--- config.mk ---
export PLATFORM = sky130hd
export DESIGN_NAME = regbank_write_arbiter_flat
export DESIGN_NICKNAME = d
export VERILOG_FILES = /design/src/rtl/regbank_pkg.sv /design/src/rtl/regbank_write_arbiter_if.sv /design/src/rtl/regbank_write_arbiter_rr_grant.sv /design/src/rtl/regbank_write_arbiter.sv /design/src/flat_wrapper.sv
export SDC_FILE = /design/constraint.sdc
export NUM_CORES = 1
export LEC_CHECK = 0
export ABC_AREA = 1
export CAP_MARGIN = 15
export CORE_MARGIN = 2
export CORE_UTILIZATION = 30
export DETAILED_ROUTE_END_ITERATION = 16
export GPL_TIMING_DRIVEN = 0
export PLACE_DENSITY = 0.69
export SLEW_MARGIN = 40
export SYNTH_ARGS = -nofsm -noshare
export SYNTH_HDL_FRONTEND = slang
export SYNTH_SLANG_ARGS = --single-unit
--- constraint.sdc ---
create_clock -name clk -period 3.9 [get_ports clk]
set_clock_uncertainty 0.2 [all_clocks]
set_input_delay 0.39 -clock clk [delete_from_list [all_inputs] [get_ports clk]]
set_output_delay 0.39 -clock clk [all_outputs]
set_load 0.005 [all_outputs]
--- src/rtl/regbank_pkg.sv ---
// Shared types and helpers for the register-bank write arbiter.
// The fixed-priority build is selected with REGWR_ARB_FIXED_PRIO_EN.
package regbank_pkg;

  localparam int DEFAULT_NUM_REQ = 3;

  typedef logic [$clog2(DEFAULT_NUM_REQ)-1:0] req_idx_t;

  function automatic logic sel_in_range(input int unsigned sel, input int unsigned num_reg);
    return sel < num_reg;
  endfunction

endpackage

--- src/rtl/regbank_write_arbiter_if.sv ---
// Requester handshake plus bank write-port bundle for regbank_write_arbiter.
// Requesters and the bank drive the master side; the arbiter takes the slave side.
interface regbank_write_arbiter_if #(
  parameter int DATA_WIDTH = 8,
  parameter int NUM_REG    = 6,
  parameter int NUM_REQ    = 3
);
  import regbank_pkg::*;

  localparam int SELECT_WIDTH = $clog2(NUM_REG);
  localparam int REQ_IDX_W    = $clog2(NUM_REQ);

  logic                            i_stall;
  logic [NUM_REQ-1:0]              i_req_valid;
  logic [NUM_REQ*SELECT_WIDTH-1:0] i_req_select;
  logic [NUM_REQ*DATA_WIDTH-1:0]   i_req_data;
  logic [NUM_REQ-1:0]              o_req_ready;
  logic                            o_write_enable;
  logic [SELECT_WIDTH-1:0]         o_write_select;
  logic [DATA_WIDTH-1:0]           o_write_data;
  logic                            o_err_oob;
  logic [REQ_IDX_W-1:0]            o_last_grant;

  modport master (
    output i_stall, i_req_valid, i_req_select, i_req_data,
    input  o_req_ready, o_write_enable, o_write_select, o_write_data, o_err_oob, o_last_grant
  );

  modport slave (
    input  i_stall, i_req_valid, i_req_select, i_req_data,
    output o_req_ready, o_write_enable, o_write_select, o_write_data, o_err_oob, o_last_grant
  );

endinterface

--- src/rtl/regbank_write_arbiter_rr_grant.sv ---
// Combinational rotating-priority grant: first valid at or above ptr_i, wrapping.
// Produces a one-hot grant, its index and an any-grant flag.
module rr_grant
  import regbank_pkg::*;
#(
  parameter int NUM_REQ = DEFAULT_NUM_REQ,
  parameter int IDX_W   = $clog2(DEFAULT_NUM_REQ)
) (
  input  logic [NUM_REQ-1:0] valid_i,
  input  logic [IDX_W-1:0]   ptr_i,
  input  logic               en_i,
  output logic [NUM_REQ-1:0] gnt_o,
  output logic [IDX_W-1:0]   idx_o,
  output logic               any_o
);

  int               k;
  logic [IDX_W-1:0] kk;

  // Scan from the farthest offset down so the nearest valid one overwrites last.
  always_comb begin
    gnt_o = '0;
    idx_o = '0;
    any_o = 1'b0;
    k     = 0;
    kk    = '0;
    if (en_i) begin
      for (int off = NUM_REQ - 1; off >= 0; off--) begin
        k = int'(ptr_i) + off;
        if (k >= NUM_REQ) k = k - NUM_REQ;
        kk = IDX_W'(k);
        if (valid_i[kk]) begin
          gnt_o     = '0;
          gnt_o[kk] = 1'b1;
          idx_o     = kk;
          any_o     = 1'b1;
        end
      end
    end
  end

endmodule

--- src/rtl/regbank_write_arbiter.sv ---
// Round-robin arbiter sharing the register bank's single write port; registered outputs.
// Define REGWR_ARB_FIXED_PRIO_EN for fixed priority (lowest index wins, no pointer register).
module regbank_write_arbiter
  import regbank_pkg::*;
#(
  parameter int DATA_WIDTH = 8,
  parameter int NUM_REG    = 6,
  parameter int NUM_REQ    = DEFAULT_NUM_REQ
) (
  input  logic                   clk,
  input  logic                   rst,
  regbank_write_arbiter_if.slave bus
);

  localparam int SELECT_WIDTH = $clog2(NUM_REG);
  localparam int REQ_IDX_W    = $clog2(NUM_REQ);

  logic [NUM_REQ-1:0][SELECT_WIDTH-1:0] sel_arr;
  logic [NUM_REQ-1:0][DATA_WIDTH-1:0]   data_arr;
  logic [NUM_REQ-1:0]                   gnt;
  logic [REQ_IDX_W-1:0]                 gnt_idx;
  logic [REQ_IDX_W-1:0]                 ptr;
  logic                                 acc;

  logic                    we_q, we_d;
  logic                    oob_q, oob_d;
  logic [SELECT_WIDTH-1:0] sel_q, sel_d;
  logic [DATA_WIDTH-1:0]   data_q, data_d;
  logic [REQ_IDX_W-1:0]    last_q, last_d;

  assign sel_arr  = bus.i_req_select;
  assign data_arr = bus.i_req_data;

  // Grants are also blocked during reset so nothing is handshaken away unseen.
  rr_grant #(
    .NUM_REQ (NUM_REQ),
    .IDX_W   (REQ_IDX_W)
  ) u_grant (
    .valid_i (bus.i_req_valid),
    .ptr_i   (ptr),
    .en_i    (!bus.i_stall && !rst),
    .gnt_o   (gnt),
    .idx_o   (gnt_idx),
    .any_o   (acc)
  );

`ifdef REGWR_ARB_FIXED_PRIO_EN
  assign ptr = '0;
`else
  logic [REQ_IDX_W-1:0] ptr_q, ptr_d;

  always_comb begin
    ptr_d = ptr_q;
    if (acc) ptr_d = (gnt_idx == REQ_IDX_W'(NUM_REQ - 1)) ? '0 : gnt_idx + REQ_IDX_W'(1);
  end

  always_ff @(posedge clk or posedge rst) begin
    if (rst) ptr_q <= '0;
    else     ptr_q <= ptr_d;
  end

  assign ptr = ptr_q;
`endif

  // Select/data hold when idle; only enable and error are pulses.
  always_comb begin
    we_d   = 1'b0;
    oob_d  = 1'b0;
    sel_d  = sel_q;
    data_d = data_q;
    last_d = last_q;
    if (acc) begin
      last_d = gnt_idx;
      if (sel_in_range(32'(sel_arr[gnt_idx]), NUM_REG)) begin
        we_d   = 1'b1;
        sel_d  = sel_arr[gnt_idx];
        data_d = data_arr[gnt_idx];
      end else begin
        oob_d  = 1'b1;
      end
    end
  end

  always_ff @(posedge clk or posedge rst) begin
    if (rst) begin
      we_q   <= 1'b0;
      oob_q  <= 1'b0;
      sel_q  <= '0;
      data_q <= '0;
      last_q <= '0;
    end else begin
      we_q   <= we_d;
      oob_q  <= oob_d;
      sel_q  <= sel_d;
      data_q <= data_d;
      last_q <= last_d;
    end
  end

  assign bus.o_req_ready    = gnt;
  assign bus.o_write_enable = we_q;
  assign bus.o_err_oob      = oob_q;
  assign bus.o_write_select = sel_q;
  assign bus.o_write_data   = data_q;
  assign bus.o_last_grant   = last_q;

endmodule

--- src/flat_wrapper.sv ---
// flat-port wrapper written by rule: the top's interface ports become plain ports
module regbank_write_arbiter_flat import regbank_pkg::*;
#(
  parameter int DATA_WIDTH = 8,
  parameter int NUM_REG    = 6,
  parameter int NUM_REQ    = DEFAULT_NUM_REQ
)
  (clk, rst, bus_i_stall, bus_i_req_valid, bus_i_req_select, bus_i_req_data, bus_o_req_ready, bus_o_write_enable, bus_o_write_select, bus_o_write_data, bus_o_err_oob, bus_o_last_grant);
  regbank_write_arbiter_if #(.DATA_WIDTH(DATA_WIDTH), .NUM_REG(NUM_REG), .NUM_REQ(NUM_REQ)) bus_i ();
  input  logic clk;
  input  logic rst;
  input wire logic [$bits(bus_i.i_stall)-1:0] bus_i_stall;
  input wire logic [$bits(bus_i.i_req_valid)-1:0] bus_i_req_valid;
  input wire logic [$bits(bus_i.i_req_select)-1:0] bus_i_req_select;
  input wire logic [$bits(bus_i.i_req_data)-1:0] bus_i_req_data;
  output wire logic [$bits(bus_i.o_req_ready)-1:0] bus_o_req_ready;
  output wire logic [$bits(bus_i.o_write_enable)-1:0] bus_o_write_enable;
  output wire logic [$bits(bus_i.o_write_select)-1:0] bus_o_write_select;
  output wire logic [$bits(bus_i.o_write_data)-1:0] bus_o_write_data;
  output wire logic [$bits(bus_i.o_err_oob)-1:0] bus_o_err_oob;
  output wire logic [$bits(bus_i.o_last_grant)-1:0] bus_o_last_grant;
  assign bus_i.i_stall = bus_i_stall;
  assign bus_i.i_req_valid = bus_i_req_valid;
  assign bus_i.i_req_select = bus_i_req_select;
  assign bus_i.i_req_data = bus_i_req_data;
  assign bus_o_req_ready = bus_i.o_req_ready;
  assign bus_o_write_enable = bus_i.o_write_enable;
  assign bus_o_write_select = bus_i.o_write_select;
  assign bus_o_write_data = bus_i.o_write_data;
  assign bus_o_err_oob = bus_i.o_err_oob;
  assign bus_o_last_grant = bus_i.o_last_grant;
  regbank_write_arbiter #(.DATA_WIDTH(DATA_WIDTH), .NUM_REG(NUM_REG), .NUM_REQ(NUM_REQ)) u_core (.clk(clk), .rst(rst), .bus(bus_i));
endmodule
==> results.md, run 1 <==
Status:
- The run finished with clean final reports.

Synth:
- After synthesis the netlist holds a flip-flop and latch count of 17.
- The synthesized-area fraction occupied by ao, oa, aoi and oai cells is 12.8%.
- The net count of the mapped netlist is between 200 and 250.
- Sequential elements use 34.5% of the synthesized area.
- The synthesized netlist devotes 0% of its cell area to XOR and XNOR gates.
- The biggest area consumer among synthesized cells is dfrtp_1.
- Of the post-synthesis cell area, the part taken by muxes is 0%.
- By area the synthesized netlist is led by dfrtp_1 34%, nand2_1 23%, inv_1 7.0%, nand3_1 6.9%, o211ai_1 6.7%.
- After synthesis the cells add up to around 0.0012 mm^2.
- The synthesized area per cell is ~6.7 um^2.
- Synthesis produced a netlist whose cell count is ~190.
- The area share of the leading cell type in the synthesized netlist is 34.5%.
- The dominant combinational cell family by area after synthesis is simple AND/OR/NAND/NOR gates.
- The total number of yosys warnings is 0.
- The area fraction in and, or, nand and nor cells after synthesis is 37.2%.
- The count of unique library cells instantiated by Yosys is 21.
- The area share of fa/ha/maj cells after synthesis is between 3 and 4%.

STA:
- The share of the clock period used by the worst path is about 80%.
- The relative slew slack is approximately 58%.
- Setup total negative slack on the finished layout was measured at 0 ps.
- For this run, the top clock speed supported by timing is approximately 320 MHz.
- The final-report max-slew violation count is 0.
- Setup repair after global routing left no endpoint under its margin.
- The hold violation total from the final report is 0.
- The smallest setup slack after layout is between 700 and 800 ps.
- Setup violations remaining at the end of the flow were counted as 0.
- The slew at the pin closest to its max-slew limit is around 630 ps.
- The routed design could run at a clock period as short as 3120 ps.

Global routing:
- The number of antenna violations at the first check in global routing is 0.
- The number of global-route vias before repair is between 1000 and 1500.
- The maximum number of pins on one net before global-route repair is 18.
- The global-route congestion overflow total is 0.
- The first-pass GRT wire length is approximately 5300 um.
- In the global route stage, overall resource usage came out at 15.3%.

Worst setup path:
- Traced cell by cell, the critical path runs through inv_1, ha_1, o21ai_1, nand2_2, nand3_1, nand2_1, buf_2, inv_1, clkdlybuf4s50_1.
- The data required time at the worst endpoint is about 3300 ps.
- The launching element of the worst setup path is u_core.ptr[0]$_DFFE_PP0P_.
- The critical register-to-register path endpoint is u_core.bus.o_write_data[1]$_DFFE_PP0P_.
- The cell depth of the worst flop-to-flop path is 12.
- The worst stage delay on the critical path is ~500 ps.
- For the worst setup path, the data arrival time is 2530 ps.
- The register-to-register setup slack is approximately 1300 ps.
- In this run the critical register-to-register path is launched from u_core.ptr[0]$_DFFE_PP0P_.
- In this run the worst setup path terminates at bus_o_req_ready[2].
- The worst-path cell with the longest stage delay is clkdlybuf4s50_1.
- By instance count, the cell type seen most on the critical path is inv_1.
- In this run the worst path has a maximum fanout of 10.
- STA classifies the critical path startpoint as a flop.
- The classification of the worst setup path is flop to output pin.
- The capturing element type of the critical path is an output pin.

Clock network:
- The number of sinks handled by clock tree synthesis is 17.
- Gates resized during post-CTS repair numbered 0.
- Post-CTS timing repair inserted 0 buffers for setup.
- After clock tree synthesis, the clock-pin slew on the worst setup and hold paths is roughly 60 ps.
- The number of levels the H-tree was split into is 1.
- At the later pin of the worst-skew pair, clock insertion delay measures 250 ps.
- The total clock buffers created by CTS is 3.
- The TritonCTS clock tree is done.
- The number of buffers inserted by hold repair at cts is 0.
- The maximum number of buffers from clock root to sink is 2.
- The tree is rooted in a clkbuf_8.

Run:
- The tool flagged a number of max-cap violations equal to 0.

Placement:
- The HPWL after detailed placement is ~2600 um.
- The placed cell count is slightly below 300.
- The count of buffers inserted at the top-level ports is 56.
- The congestion estimate from routability-driven global placement came to 0.787.
- Timing analysis after detailed placement gives a worst setup slack of approximately 970 ps.

Route:
- The via total after detailed routing is 1348.
- The detailed-routing iteration count for the pre-antenna-repair pass is 4.
- Dividing the detail-routed wire length by the instance count gives about 11 um.
- Using the TritonRoute via totals, the vias-per-cell ratio works out to roughly 4.6.
- For this run, design rule violations remaining after detail routing come to 0.
- For this block, the routed nets add up to 3310 um of wire.
- The DRC marker count from the first detailed-route iteration is 45.
- The post-detailed-route count of antenna-violating nets is 0.

Layout:
- Compared with the post-synthesis result, the final layout area differs by 54.2%.
- Leaving out fill and tap cells, the most frequent cells in the layout are 75 x nand2_1, 56 x clkdlybuf4s50_1, 23 x inv_1.
- The final-stage net count is 288.
- The most frequent standard cell in the layout excluding fill and tap cells is nand2_1.
- Cells fill between 40% and 50% of the core in the end.
- Of the cells placed in the final design, the portion with a size suffix greater than 1 is between 9 and 10%.
- The repair_antennas step left the layout with diodes totalling 0.
- The non-filler instance count after layout is ~300.

Power and ir drop:
- Power spread over the standard cell area amounts to roughly 650 mW/mm^2.
- The worst-case IR drop observed on VDD is between 0.2 and 0.25 mV.
- Summed over all cells, the static leakage comes to between 0.9 and 1 nW.
- The overall power consumption is 1.24 mW.

Floorplanning:
- The floorplan step defined a core boundary enclosing ~0.004 mm^2.
- The initial core utilization is between 30% and 40%.
- From bottom edge to top edge, the die measures just under 70 um.
- The initialized floorplan defines 23 standard-cell rows.
- In this run the horizontal extent of the chip is approximately 70 um.
- The boundary pin count is 57.
- The die area is between 0.004 and 0.005 mm^2.

Hold path:
- The path type of the worst min-delay path is flop to flop.
- The startpoint identified for the worst hold timing path is u_core.bus.o_last_grant[1]$_DFFE_PP0P_.
-- through the flow --
| step | cell area, um^2 | hold WS, ps |
|---|---|---|
| 6_report | 1900 | 272 |
| 5_1_grt | 1900 | 297 |
| 4_1_cts | 1900 | 277 |
| 3_5_place_dp | 1860 | 261 |
| 3_3_place_gp | 1860 | 254 |
| 2_1_floorplan | 1230 | 116 |
-- final cells by class --
cell class              count  area, um^2
inverters                  28         105
plain buffers               7        48.8
multi-input cells         133         654
clock buffers               4        45.0
well taps                  50        62.6
repair buffers             56         561
flip-flops and latches     17         425
fillers                   419        2070
-- synthesized netlist by cell type (all sizes together) --
cell and number:
buf 6, nand3 19, ha 3, inv 28, o221ai 1, a21oi 2, dfrtp 17, o211ai 11
nand2 82, o21bai 1, nor2 5, o21ai 9, clkbuf 1
-- cells by family after synthesis --
kind of cell,after synthesis
AOI/OAI and AO/OA,24
adders and majority gates,3
buffers and inverters,35
DFF,17
and+or+nand+nor,106
-- report_power, final --
| group | total, mW | switching [mW] | internal, mW |
|---|---|---|---|
| clock network | 0.129 | 0.0564 | 0.0723 |
| registers | 0.298 | 0.0428 | 0.255 |
| logic | 0.816 | 0.447 | 0.369 |
| total | 1.24 | 0.547 | 0.696 |
-- how the worst min path moves through the flow --
stage                     slack [ps]                                     end  depth (start not counted)
final                            270  u_core.bus.o_last_grant[1]$_DFFE_PP0P_                          2
after global routing             300  u_core.bus.o_write_data[4]$_DFFE_PP0P_                          2
after global placement           250  u_core.bus.o_write_data[7]$_DFFE_PP0P_                          2
after detailed placement         260  u_core.bus.o_write_data[3]$_DFFE_PP0P_                          2
after CTS                        280  u_core.bus.o_write_data[3]$_DFFE_PP0P_                          2
after floorplan                  120          u_core.bus.o_err_oob$_DFF_PP0_                          1
-- sequential cells by signal, indices dropped and copies added, names as in the netlist --
name	count
u_core.bus.o_last_grant	2
u_core.bus.o_write_enable	1
u_core.ptr	2
u_core.bus.o_write_select	3
u_core.bus.o_err_oob	1
u_core.bus.o_write_data	8
-- worst max-delay path: cells and delay by family, from the launching register on --
| kind | cells | cell delay [ps] |
|---|---|---|
| DFF | 1 | 360 |
| adders and majority gates | 1 | 390 |
| AOI/OAI and AO/OA | 1 | 270 |
| buffers and inverters | 4 | 860 |
| and+or+nand+nor | 3 | 400 |
-- layer usage --
| metal | wire length, um | GRT usage, % | up-vias |
|---|---|---|---|
| met5 | 0 | 0 | - |
| met4 | 48 | 5.25 | 0 |
| met3 | 133 | 1.64 | 4 |
| met2 | 1650 | 27.4 | 33 |
| met1 | 1480 | 18.9 | 611 |
| li1 | - | - | 700 |
Power figures use the tool's default switching activity.
==> inputs of run 2 (changes only) <==
==> constraint.sdc (replaced) <==
create_clock -name clk -period 3 [get_ports clk]
set_clock_uncertainty 0.2 [all_clocks]
set_input_delay 0.3 -clock clk [delete_from_list [all_inputs] [get_ports clk]]
set_output_delay 0.3 -clock clk [all_outputs]
set_load 0.005 [all_outputs]
==> run 2 against run 1 <==
Net effect: largest power group unchanged; largest cell class unchanged; cell area up 2.0%; sequential share of layout area down 0.45 points; register-to-register slack worse by 900 ps; die area unchanged; cell count unchanged; flip-flop and latch count unchanged.
==> results.md, run 2 (synthesis gave the netlist of run 1 again) <==
Layout:
- The register with the most flip-flops in the layout has 8 of them.
- The most frequent standard cell in the layout excluding fill and tap cells is nand2_1.
- The finished layout holds 295 standard cells, fillers aside.
- In the layout the commonest cells are 74 x nand2_1, 56 x clkdlybuf4s50_1, 23 x inv_1.
- The post-route cell area is 0.00194 mm^2.
- The count of antenna diodes in the layout is 0.
- The share of cells above drive strength 1 is a little under an eighth.
- Compared with the post-synthesis result, the final layout area differs by 57.3%.
- Fill cells in the final layout number between 400 and 500.
- The final-stage net count is roughly 290.

Route:
- The detail route stage leaves a number of antenna-violating nets equal to 0.
- Dividing the detail-routed via count by the number of cells gives ~4.6.
- The detail-routed net length per standard cell is 11.5 um.
- The post-detailed-route DRC marker count is 0.
- Wires add up to about 3400 um.
- The detailed-routing iteration count for the pre-antenna-repair pass is 4.
- The first routing iteration left 51 violations.
- The via total after detailed routing is between 1000 and 1500.

Clock network:
- The number of buffers inserted by hold repair at cts is 0.
- The number of sinks handled by clock tree synthesis is 17.
- The number of levels the H-tree was split into is 1.
- At the later pin of the worst-skew pair, clock insertion delay measures 250 ps.
- In this run the post-CTS setup repair buffer count came out at 0.
- TritonCTS built the clock tree.
- In this run, CTS created clock tree buffers numbering 3.
- No sink is reached through more buffers than the 2 on the longest clock path.
- The tree is rooted in a clkbuf_8.
- Clock-pin slew was measured on the worst setup and hold paths at 70 ps.

STA:
- The final count of negative-setup-slack endpoints is 0.
- The hold violation total from the final report came to 0.
- For the pin with the worst max-slew slack, the measured transition is roughly 630 ps.
- The shortest clock period the worst path allows after layout is about 2900 ps.
- In the finished design, the share of the clock period the worst path needs comes to about 95%.
- Measured against its own limit, the worst slew margin works out to roughly 58%.
- The final-report max-slew violation count is 0.
- Based on the critical path, the design can be clocked at up to 351 MHz.

Power and ir drop:
- The worst-case IR drop observed on VDD is 0.315 mV.
- The analysis attributes to cell leakage a power of ~0.99 nW.
- The areal power density over the cells is a little under 900 mW/mm^2.
- The design draws roughly 1.7 mW.

Placement:
- Buffers placed on the I/O ports in this run total 56.
- In this run, placement finished with an instance count of 291.
- Summed over all nets, the half-perimeter wirelength after detailed placement is around 2600 um.
- The weighted congestion reported at the end of routability-driven placement is slightly below 0.8.
- The area of placed instances is around 0.0019 mm^2.

Worst setup path:
- The classification of the worst setup path is flop to output pin.
- The count of buffering cells on the critical path with inverters included is 4.
- The gate family responsible for the most delay along the worst path is buffers and inverters.
- Walking the worst path, the cells encountered are inv_1, ha_4, o21ai_1, nand2_4, a21oi_2, nand2_2, buf_4, inv_1, clkdlybuf4s50_1.
- The maximum fanout count along the critical path is 10.
- The launching element type of the critical path is a flop.
- The cell occurring most often along the worst timing path is inv_1.
- Data on the critical path arrives at its endpoint at roughly 2400 ps.
- The worst stage delay on the critical path is approximately 500 ps.
- For the worst setup path, the data required time is roughly 2500 ps.
- The worst-path cell with the longest stage delay is clkdlybuf4s50_1.
- The worst setup path is captured at an output pin.

Floorplanning:
- The initial core utilization is 31.1%.
- The floorplan die width is just under 70 um.
- The boundary pin count is 57.
- Measured along the y axis, the die boundary spans 68.1 um.
- The die area is around 0.0046 mm^2.
- The floorplan row count is 23.
- After floorplanning, the core was sized to cover slightly below 0.004 mm^2.

Hold path:
- The path class of the tightest hold or removal check is primary input to asynchronous set/reset pin.

Global routing:
- The number of global-route vias before repair is 1184.
- The first-pass GRT wire length is 5280 um.
- After global routing the overflow that remains totals 0.
- The total routing usage reported by global routing is 15.3%.
- Entering global routing, the biggest net connects 18 pins.
- The number of antenna violations at the first check in global routing is 0.

Status:
- The run finished with clean final reports.

Run:
- The number of max-capacitance violations reported is 0.
run 2: layer usage:
metal,GRT usage [%],part of all wire (%)
met3,1.64,5.4
met1,18.8,44
met4,5.25,1.5
met2,27.4,49
met5,0,0
run 2: power breakdown:
| part | switching [mW] | internal [mW] |
|---|---|---|
| registers | 0.0629 | 0.332 |
| logic | 0.613 | 0.517 |
| clock network | 0.0757 | 0.0942 |
run 2: area by class of cell:
cell class	instances	area [um^2]	share of cell area, %
Buffer	7	51.3	2.64
Multi-Input combinational cell	133	691	35.6
Clock buffer	4	45.0	2.32
Tap cell	50	62.6	3.22
Sequential cell	17	425	21.9
Inverter	28	105	5.42
Timing Repair Buffer	56	561	28.9
run 2: path summary, 6_finish.rpt:
kind | start | to | slack (ps) | depth (start not counted)
max | u_core.ptr[1]$_DFFE_PP0P_ | bus_o_req_ready[2] | 150 | 9
min | rst | u_core.bus.o_last_grant[1]$_DFFE_PP0P_ | 260 | 2
max reg2reg | u_core.ptr[0]$_DFFE_PP0P_ | u_core.bus.o_write_data[1]$_DFFE_PP0P_ | 390 | 12
min reg2reg | u_core.bus.o_last_grant[1]$_DFFE_PP0P_ | u_core.bus.o_last_grant[1]$_DFFE_PP0P_ | 270 | 2
max in group asynchronous | rst | u_core.bus.o_write_enable$_DFF_PP0_ | 1930 | 2
min in group clk | u_core.bus.o_last_grant[1]$_DFFE_PP0P_ | u_core.bus.o_last_grant[1]$_DFFE_PP0P_ | 270 | 2
run 2: through the flow:
stage | TNS [ps] | utilization, % | hold slack, ps | setup slack [ps]
after floorplan | 0 | - | 26.1 | 742
after global placement | 0 | 46.8 | 254 | 261
after detailed placement | 0 | 46.8 | 261 | 252
after CTS | 0 | 48.0 | 277 | 47.2
after global routing | -8.02 | 48.9 | 297 | -8.02
final | 0 | 48.9 | 263 | 148
run 2: what timing repair did:
item | in CTS | in global routing
cloned | 0 | 0
resized for setup | 2 | 8
endpoints found under the setup margin | 1 | 2
==> inputs of run 3 (changes only) <==
--- a/config.mk
+++ b/config.mk
@@ -9,9 +9,12 @@
 export CAP_MARGIN = 15
 export CORE_MARGIN = 2
 export CORE_UTILIZATION = 30
+export CTS_CLUSTER_SIZE = 14
 export DETAILED_ROUTE_END_ITERATION = 16
+export DONT_BUFFER_PORTS = 1
 export GPL_TIMING_DRIVEN = 0
-export PLACE_DENSITY = 0.69
+export PLACE_DENSITY = 0.52
+export REMOVE_ABC_BUFFERS = 1
 export SLEW_MARGIN = 40
 export SYNTH_ARGS = -nofsm -noshare
 export SYNTH_HDL_FRONTEND = slang
==> run 3 against run 2 <==
Net effect: highest routed layer unchanged; critical path depth is 9 higher; sequential share of layout area is 10 points higher; first-iteration DRC count rose by 37%; setup slack improved by 150 ps; combinational power decreased by 28%; clock power hardly changed; flip-flop and latch count stayed put; sequential power up 4%; total power down 17%; routed wire length is 5.5% lower.
==> results.md, run 3 (synthesis gave the netlist of run 1 again) <==
Route:
- The routed layout has ~1100 vias.
- The detail-routed net length per standard cell is between 10 and 15 um.
- In this run the remaining antenna-violating nets after routing total 0.
- The DRC marker count from the first detailed-route iteration is 70.
- Wires add up to about 3200 um.
- The first detailed-routing pass ran for 4 iterations.
- The post-detailed-route DRC marker count is 0.
- In the routed layout, each cell is associated on average with a via count of between 4 and 5.

Status:
- The run finished with clean final reports.

Worst setup path:
- The most numerous cell type found on the critical path is nand2_1.
- The cell depth of the worst flop-to-flop path is 18.
- By startpoint and endpoint, the worst setup path is classified as flop to flop.
- The gate family responsible for the most delay along the worst path is simple AND/OR/NAND/NOR gates.
- Of all nets on the critical path, the largest fanout is 15.
- For the worst setup path, the data required time is between 2000 and 3000 ps.
- STA classifies the critical path startpoint as a flop.
- In this run the critical register-to-register path is captured at u_core.bus.o_write_select[1]$_DFFE_PP0P_.
- In this design, the stage delay of the slowest critical-path cell is slightly above 400 ps.
- The worst-path cell with the longest stage delay is ha_1.
- The capturing element type of the critical path is a flop.
- Together, buffers and inverters on the worst path number 4.
- The signal on the critical path passes through inv_1, ha_1, inv_2, nand2_1, nand3_2, nand2_2, nand2_1, nand2_1, nand2_1, nand2_4, inv_4, nand2_1, nand2_1, inv_2, nand2_2, nand2_4, nand2_1, nand2_1.
- The register-to-register setup slack is 300 ps.
- STA puts the critical path data arrival time at 2640 ps.
- The worst register-to-register path begins at u_core.ptr[0]$_DFFE_PP0P_.

Layout:
- The final-stage net count is approximately 230.
- The non-filler instance count after layout is 234.
- The post-route cell area is around 0.0013 mm^2.
- The final-layout fill cell count is around 440.
- The most frequent standard cell in the layout excluding fill and tap cells is nand2_1.
- The fraction of the core area covered by cells at the end of the flow is approximately 33%.
- In the final layout, the share of cells above drive strength 1 is 11.4%.
- The number of flip-flops in the largest register is 8.
- Leaving out fill and tap cells, the most frequent cells in the layout are 74 x nand2_1, 23 x inv_1, 17 x nand3_1, 17 x dfrtp_1, 11 x o211ai_1.
- The area growth from synthesis to final layout is 7.61%.
- The count of antenna diodes in the layout is 0.

STA:
- Setup violations remaining at the end of the flow were counted as 0.
- In the finished design, the share of the clock period the worst path needs comes to between 90 and 100%.
- The final-report max-slew violation count is 0.
- The relative slew slack is a little under three fifths.
- Setup repair after global routing left no endpoint under its margin.
- The hold violation total from the final report is 0.
- At the pin with the least slew margin, the transition time is 659 ps.
- After layout, the minimum clock period comes to about 2700 ps.
- For this run, the top clock speed supported by timing is ~370 MHz.
- The setup total negative slack is 0 ps.

Power and ir drop:
- The internal power consumption is roughly 0.68 mW.
- For this design the ratio of total power to cell area is 1050 mW/mm^2.
- The worst voltage drop across the vdd grid is between 0.3 and 0.4 mV.
- In this run, the combinational gates consume 58.4% of the power.
- The clock network is responsible for 12.2% of the overall power.
- The relative contribution of sequential cells to total power is between 20% and 30%.
- The leakage power summed over all cells is ~0.76 nW.
- The switching share of power is roughly half.
- The net switching power of the design is between 0.7 and 0.8 mW.

Placement:
- Counting tap cells, the placed design contains a total of 228 instances.
- The area of placed instances is about 0.0012 mm^2.
- The count of buffers inserted at the top-level ports is 0.
- The estimated wirelength of the detail-placed design is 2240 um.
- The weighted congestion reported at the end of routability-driven placement is 0.795.

Global routing:
- The first-pass GRT wire length is between 4000 and 5000 um.
- The number of global-route vias before repair is just over 900.
- The global-route congestion overflow total is 0.
- Entering global routing, the biggest net connects 24 pins.
- The total routing usage reported by global routing is between 10% and 20%.
- The number of antenna violations at the first check in global routing is 0.

Clock network:
- The TritonCTS clock tree is done.
- In this run the number of H-tree levels came out at 1.
- The number of sinks handled by clock tree synthesis is 17.
- The longest clock path from root to sink contains 2 buffers.
- Counting the buffers created by CTS gives 3.
- CTS placed an instance of clkbuf_8 at the clock tree root.
- The clock-pin slew on the worst setup and hold paths is ~70 ps.
- The later-pin clock latency in the skew report is ~240 ps.

Floorplanning:
- The height of the die is around 68 um.
- The initialized floorplan defines 23 standard-cell rows.
- The initial utilization of the core area, before any placement, comes to about 31%.
- The core region is a little under 0.004 mm^2.
- The floorplan die width is between 60 and 70 um.
- The floorplan step defined a die boundary enclosing about 0.0046 mm^2.
- The boundary pin count is between 50 and 60.

Hold path:
- The hold path depth is 4.
- In this run the worst hold path is classified as primary input to flop.
- The endpoint of the worst hold-timing path is u_core.bus.o_write_data[3]$_DFFE_PP0P_.
- The start point of the worst min-delay path is bus_i_req_data[11].

Run:
- The number of max-capacitance violations reported is 0.
-- run 3: cell count changes in the layout (fill, tap and decap cells not counted), moves of 2 or more --
cell | previous run | this run
o21ai_0 | 1 | 3
buf_6 | 2 | 0
o21ai_1 | 7 | 5
ha_4 | 2 | 0
nand2_4 | 2 | 4
ha_1 | 1 | 3
buf_2 | 2 | 0
clkdlybuf4s50_1 | 56 | 0
buf_4 | 2 | 0
-- run 3: power groups by stage --
stage	clock network (mW)	registers, mW	logic, mW
3_5_place_dp	0	0.418	0.775
6_report	0.170	0.411	0.817
3_3_place_gp	0	0.416	0.770
5_1_grt	0.181	0.426	0.932
2_1_floorplan	0	0.392	0.621
4_1_cts	0.172	0.415	0.781
-- run 3: final cells by class --
cell class | count | area [um^2] | area share [%]
Inverter | 28 | 108 | 8.11
Sequential cell | 17 | 425 | 32.0
Clock buffer | 4 | 45.0 | 3.39
Multi-Input combinational cell | 134 | 677 | 51.0
Tap cell | 50 | 62.6 | 4.71
Timing Repair Buffer | 1 | 10.0 | 0.754
-- run 3: how the worst max path moves through the flow --
stage | startpoint | end | depth (start not counted)
3_3_place_gp | u_core.ptr[0]$_DFFE_PP0P_ | u_core.bus.o_write_data[7]$_DFFE_PP0P_ | 14
4_1_cts | u_core.ptr[0]$_DFFE_PP0P_ | u_core.bus.o_write_data[7]$_DFFE_PP0P_ | 14
5_1_grt | u_core.ptr[0]$_DFFE_PP0P_ | u_core.bus.o_write_data[5]$_DFFE_PP0P_ | 16
6_report | u_core.ptr[0]$_DFFE_PP0P_ | u_core.bus.o_write_select[1]$_DFFE_PP0P_ | 18
2_1_floorplan | u_core.ptr[0]$_DFFE_PP0P_ | u_core.bus.o_write_select[1]$_DFFE_PP0P_ | 14
3_5_place_dp | u_core.ptr[0]$_DFFE_PP0P_ | u_core.bus.o_write_data[7]$_DFFE_PP0P_ | 14
-- run 3: stage by stage --
| step | worst slack (ps) | hold WS (ps) | power [mW] |
|---|---|---|---|
| after global placement | -120 | 117 | 1.19 |
| after CTS | 86.3 | 90.8 | 1.37 |
| after floorplan | 462 | 26.1 | 1.01 |
| after detailed placement | -117 | 122 | 1.19 |
| final | 296 | 89.8 | 1.40 |
| after global routing | 23.9 | 127 | 1.54 |
-- run 3: tightest hold or removal path, delay by kind of cell --
kind	cells	cell delay, ps
and+or+nand+nor	4	200
-- run 3: timing repair --
item / in CTS / in global routing
endpoints found under the hold margin: 17 / 0
buffers inserted: 0 / 0
hold buffers: 1 / 0
pin swaps: 0 / 1
endpoints found under the setup margin: 11 / 11
gates resized for setup: 1 / 5
gates cloned: 0 / 1
-- run 3: per-layer routing --
| layer | wire [um] | vias to the layer above | GRT usage, % |
|---|---|---|---|
| met1 | 1560 | 478 | 20.9 |
| met3 | 174 | 2 | 1.15 |
| li1 | - | 582 | - |
| met4 | 6 | 0 | 3.00 |
| met5 | 0 | - | 0 |
| met2 | 1460 | 40 | 17.5 |
